File: src/rtl/rb_pkg.sv
// Shared definitions for the bit-serial 4-bit subtractor.
// Holds the operand width, FSM state encoding and counter terminal value.
package rb_pkg;

   localparam int RB_W = 4;

   typedef enum logic [1:0] {
      RB_IDLE = 2'd0,
      RB_RUN  = 2'd1,
      RB_DONE = 2'd2
   } rb_state_t;

   localparam logic [1:0] RB_LAST = 2'd3;

endpackage

File: src/rtl/fs_1bit.sv
// 1-bit combinational full subtractor: d = a - b - bin.
// Ports: a, b, bin (in); d difference, bout borrow-out (out).
module fs_1bit (
   input  logic a,
   input  logic b,
   input  logic bin,
   output logic d,
   output logic bout
);

   assign d    = a ^ b ^ bin;
   assign bout = (~a & b) | (~(a ^ b) & bin);

endmodule

File: src/rtl/rborrow_4bit_seq.sv
// Bit-serial 4-bit subtractor, d = a - b - bin, one bit per clock.
// Ports: clk, rst, start, a, b, bin in; d, bout, busy, done out.
module rborrow_4bit_seq
   import rb_pkg::*;
(
   input  logic            clk,
   input  logic            rst,
   input  logic            start,
   input  logic [RB_W-1:0] a,
   input  logic [RB_W-1:0] b,
   input  logic            bin,
   output logic [RB_W-1:0] d,
   output logic            bout,
   output logic            busy,
   output logic            done
);

   rb_state_t       state;
   rb_state_t       nstate;
   logic [RB_W-1:0] sa;
   logic [RB_W-1:0] sb;
   logic [RB_W-1:0] sr;
   logic            br;
   logic [1:0]      cnt;
   logic            fdiff;
   logic            fbor;

   fs_1bit u_fs (
      .a    (sa[0]),
      .b    (sb[0]),
      .bin  (br),
      .d    (fdiff),
      .bout (fbor)
   );

   always_ff @(posedge clk or posedge rst) begin
      if (rst) state <= RB_IDLE;
      else     state <= nstate;
   end

   always_comb begin
      nstate = state;
      unique case (state)
         RB_IDLE: if (start) nstate = RB_RUN;
         RB_RUN:  if (cnt == RB_LAST) nstate = RB_DONE;
         RB_DONE: nstate = RB_IDLE;
         default: nstate = RB_IDLE;
      endcase
   end

   always_ff @(posedge clk or posedge rst) begin
      if (rst) begin
         sa   <= '0;
         sb   <= '0;
         sr   <= '0;
         br   <= 1'b0;
         cnt  <= 2'd0;
         d    <= '0;
         bout <= 1'b0;
      end else begin
         unique case (state)
            RB_IDLE: begin
               if (start) begin
                  sa  <= a;
                  sb  <= b;
                  br  <= bin;
                  cnt <= 2'd0;
               end
            end
            RB_RUN: begin
               sa  <= {1'b0, sa[RB_W-1:1]};
               sb  <= {1'b0, sb[RB_W-1:1]};
               sr  <= {fdiff, sr[RB_W-1:1]};
               br  <= fbor;
               cnt <= cnt + 2'd1;
               // outputs take the finished word only on the last bit
               if (cnt == RB_LAST) begin
                  d    <= {fdiff, sr[RB_W-1:1]};
                  bout <= fbor;
               end
            end
            default: ;
         endcase
      end
   end

   assign busy = (state != RB_IDLE);
   assign done = (state == RB_DONE);

endmodule
File: config.mk
export PLATFORM = sky130hd
export DESIGN_NAME = rborrow_4bit_seq
export DESIGN_NICKNAME = d
export VERILOG_FILES = /design/src/rtl/rb_pkg.sv /design/src/rtl/fs_1bit.sv /design/src/rtl/rborrow_4bit_seq.sv
export SDC_FILE = /design/constraint.sdc
export NUM_CORES = 1
export LEC_CHECK = 0
export ABC_CLOCK_PERIOD_IN_PS = 2100
export CAP_MARGIN = 20
export CORE_MARGIN = 3
export CORE_UTILIZATION = 50
export CTS_CLUSTER_SIZE = 28
export DETAILED_ROUTE_END_ITERATION = 10
export DONT_BUFFER_PORTS = 1
export GPL_TIMING_DRIVEN = 0
export PLACE_DENSITY_LB_ADDON = 0.08
export SYNTH_ARGS = -nofsm -noshare
export SYNTH_HDL_FRONTEND = slang
export SYNTH_SLANG_ARGS = --single-unit
File: constraint.sdc
create_clock -name clk -period 2.1 [get_ports clk]
set_input_delay 0.315 -clock clk [delete_from_list [all_inputs] [get_ports clk]]
set_output_delay 0.315 -clock clk [all_outputs]
set_load 0.02 [all_outputs]
==> flow_metrics.tcl <==
set metrics [dict create \
    min_path_type "in -> async" \
    routedWlPerCell_um 15.0 \
    r2r_cells 3 \
    timing.fmax_ghz 0.570 \
    finalClockSkew_ps 2.49 \
    place_congestion 0.756 \
    nets 98 \
    finalSetupTns_ps 0 \
    pre_cts_slack_ps 683 \
    viasPerCell 5.25 \
    syn-num-nets 93 \
    finalHoldViolations 0 \
    pwr-share-seq 0.463 \
    cp.arrival_ps 1440 \
    ys_seq_area_frac 0.534 \
    p_int_w 0.00102 \
    endpoint "busy" \
    dieArea_um2 2540 \
    fp-row-count 15 \
    ys_seq_elements 21 \
    grt_pass1_wl_um 2700 \
    ctsHoldBuffers 0 \
    power_switching_w 0.000641 \
    avgSynthCellArea_um2 12.4 \
    switching_share 0.386 \
    tritoncts "yes" \
    htreeDepth 1 \
    layout-drive-gt1-share 0.205 \
    worstSetupPathType "reg -> out" \
    status "finished, final reports clean" \
    clockBufferDepth 2 \
    cts_buffers 3 \
    r2r-end "d[3]$_DFFE_PP0P_" \
    cts_setup_buffers 0 \
    power_per_cell_area_nw_per_um2 1600 \
    drv_slew 0 \
    first_global_vias 588 \
    p_clk_frac 0.112 \
    ioPinCount 19 \
    cp-end-kind "primary output" \
    r2r_setup_slack_ps 680 \
    max_slew.worst_pin.slew_ps 755 \
    synthToLayoutAreaGrowth_pct 5.85 \
    cts.clk_slew.worst_paths_ps 110 \
    ir_worst_vdd_mv 0.744 \
    nFillCells 163 \
    cellLeakagePower_nw 0.472 \
    seqCellArea_um2 526 \
    n_antenna_cell 0 \
    period_needed_ps 1760 \
    syn_area_um2 983 \
    synth_cells 79 \
    portBuffers 0 \
    via_count 567 \
    antenna_left 0 \
    drc_errors 0 \
    routed_wl_um 1620 \
    cts_sinks 21 \
    track_usage 0.144 \
    grt_max_degree 22 \
    grt-ovfl-total 0 \
    root_buffer "clkbuf_4" \
    coreArea_um2 1780 \
    crit_fanout 10 \
    antenna_found_initial 0 \
    fin_ws_ps 344 \
    ys_warn_count 0 \
    cp-start-kind "flop" \
    insertion_delay_ps 290 \
    max_slew_margin 0.496 \
    stdcell_area_um2 1040 \
    dieWidth_um 50.4 \
    crit_required_ps 1780 \
    finalCritPeriodShare 0.836 \
    rsz0062_at_grt "false" \
    combPwrFrac 0.425 \
    start_util 0.552 \
    first_iter_violations 3 \
    place_area_um2 1010 \
    fp.dieH_um 50.4 \
    dp_hpwl_um 1170 \
    cts_resized 0 \
    dr.pass1.iters 4 \
    r2r_start "cnt[0]$_DFFE_PP0P_" \
    startpoint "state[1]$_DFFE_PP0P_" \
    multiInputGateArea_um2 397 \
    setup_viol 0 \
    synth.distinct_cells 28 \
    maxCapViolCount 0 \
]
-- sequential cells by signal (all words and copies together), names as in the netlist --
| name | cells |
|---|---|
| sr | 3 |
| sb | 4 |
| cnt | 2 |
| state | 2 |
| sa | 4 |
| br | 1 |
| d | 4 |
| bout | 1 |
-- stage by stage --
stage | power, W | util | hold slack, ps | instances
after global placement | 0.00147 | 0.569 | 376 | 104
final | 0.00166 | 0.584 | 31.3 | 108
after floorplan | 0.00135 | - | 292 | 79
after CTS | 0.00168 | 0.584 | 53.5 | 108
after global routing | 0.00180 | 0.584 | 76.9 | 108
after detailed placement | 0.00149 | 0.569 | 388 | 104
-- critical path, stage by stage, from the launching register on --
cell and delay, ps:
dfrtp_1 440, buf_2 200, nor2_1 370, inv_2 140
-- layout by cell type (no fill, tap or decap), drive strengths merged --
cell	count
a21o	1
a21oi	5
a221oi	3
a22o	1
a22oi	1
a32o	2
buf	5
clkbuf	4
dfrtp	21
fa	1
ha	1
inv	8
mux2	8
nand2	2
nand3b	1
nor2	3
nor2b	4
nor3b	5
nor4b	1
nor4bb	1
o21ai	1
o22a	3
or2	1
-- cell usage after synthesis, drive strengths merged --
cell type | number | share of area
nand2 | 2 | 0.0076
a22o | 1 | 0.0089
a21oi | 5 | 0.025
inv | 8 | 0.031
nor3b | 5 | 0.053
a22oi | 1 | 0.0076
nor4bb | 1 | 0.010
o22a | 3 | 0.027
nor2b | 4 | 0.025
nand3b | 1 | 0.0076
nor2 | 3 | 0.014
ha | 1 | 0.013
or2 | 1 | 0.0064
a32o | 2 | 0.020
a21o | 1 | 0.0076
dfrtp | 21 | 0.53
fa | 1 | 0.020
mux2 | 8 | 0.095
o21ai | 1 | 0.0051
buf | 5 | 0.032
nor4b | 1 | 0.0089
a221oi | 3 | 0.039
-- power by group through the flow --
stage	clock network, W	registers [W]	logic, W
CTS	0.000194	0.000771	0.000717
finish	0.000185	0.000770	0.000707
global placement	0	0.000774	0.000692
detailed placement	0	0.000781	0.000713
floorplan	0	0.000750	0.000602
global route	0.000212	0.000793	0.000797
-- worst min-delay path by stage --
stage | slack [ps] | endpoint | start
6_report | 30 | sb[0]$_DFFE_PP0P_ | rst
5_1_grt | 80 | d[0]$_DFFE_PP0P_ | rst
4_1_cts | 50 | cnt[1]$_DFFE_PP0P_ | rst
3_5_place_dp | 390 | d[0]$_DFFE_PP0P_ | rst
3_3_place_gp | 380 | d[0]$_DFFE_PP0P_ | rst
2_1_floorplan | 290 | bout$_DFFE_PP0P_ | rst
-- metal layers --
layer | routed length (um) | global-route usage
met3 | 91 | 0.0534
met1 | 813 | 0.198
met5 | 0 | 0
met2 | 693 | 0.200
met4 | 18 | 0.0673
-- cell type report --
| class | instances | share of cell area |
|---|---|---|
| Clock buffer | 4 | 0.0252 |
| Multi-Input combinational cell | 45 | 0.381 |
| Inverter | 8 | 0.0288 |
| Sequential cell | 21 | 0.505 |
| Tap cell | 25 | 0.0300 |
| Buffer | 5 | 0.0300 |
-- cell families (layout without fill, tap and decap cells) --
kind of cell / Yosys count / count (layout) / share of synthesized area
flip-flops: 21 / 21 / 0.534
AND/OR/NAND/NOR: 18 / 18 / 0.134
AO/OA/AOI/OAI: 17 / 17 / 0.141
buffers and inverters: 13 / 17 / 0.0623
multiplexers: 8 / 8 / 0.0954
adder cells (fa/ha/maj): 2 / 2 / 0.0331
No activity file was read; power rests on OpenSTA's default activity.
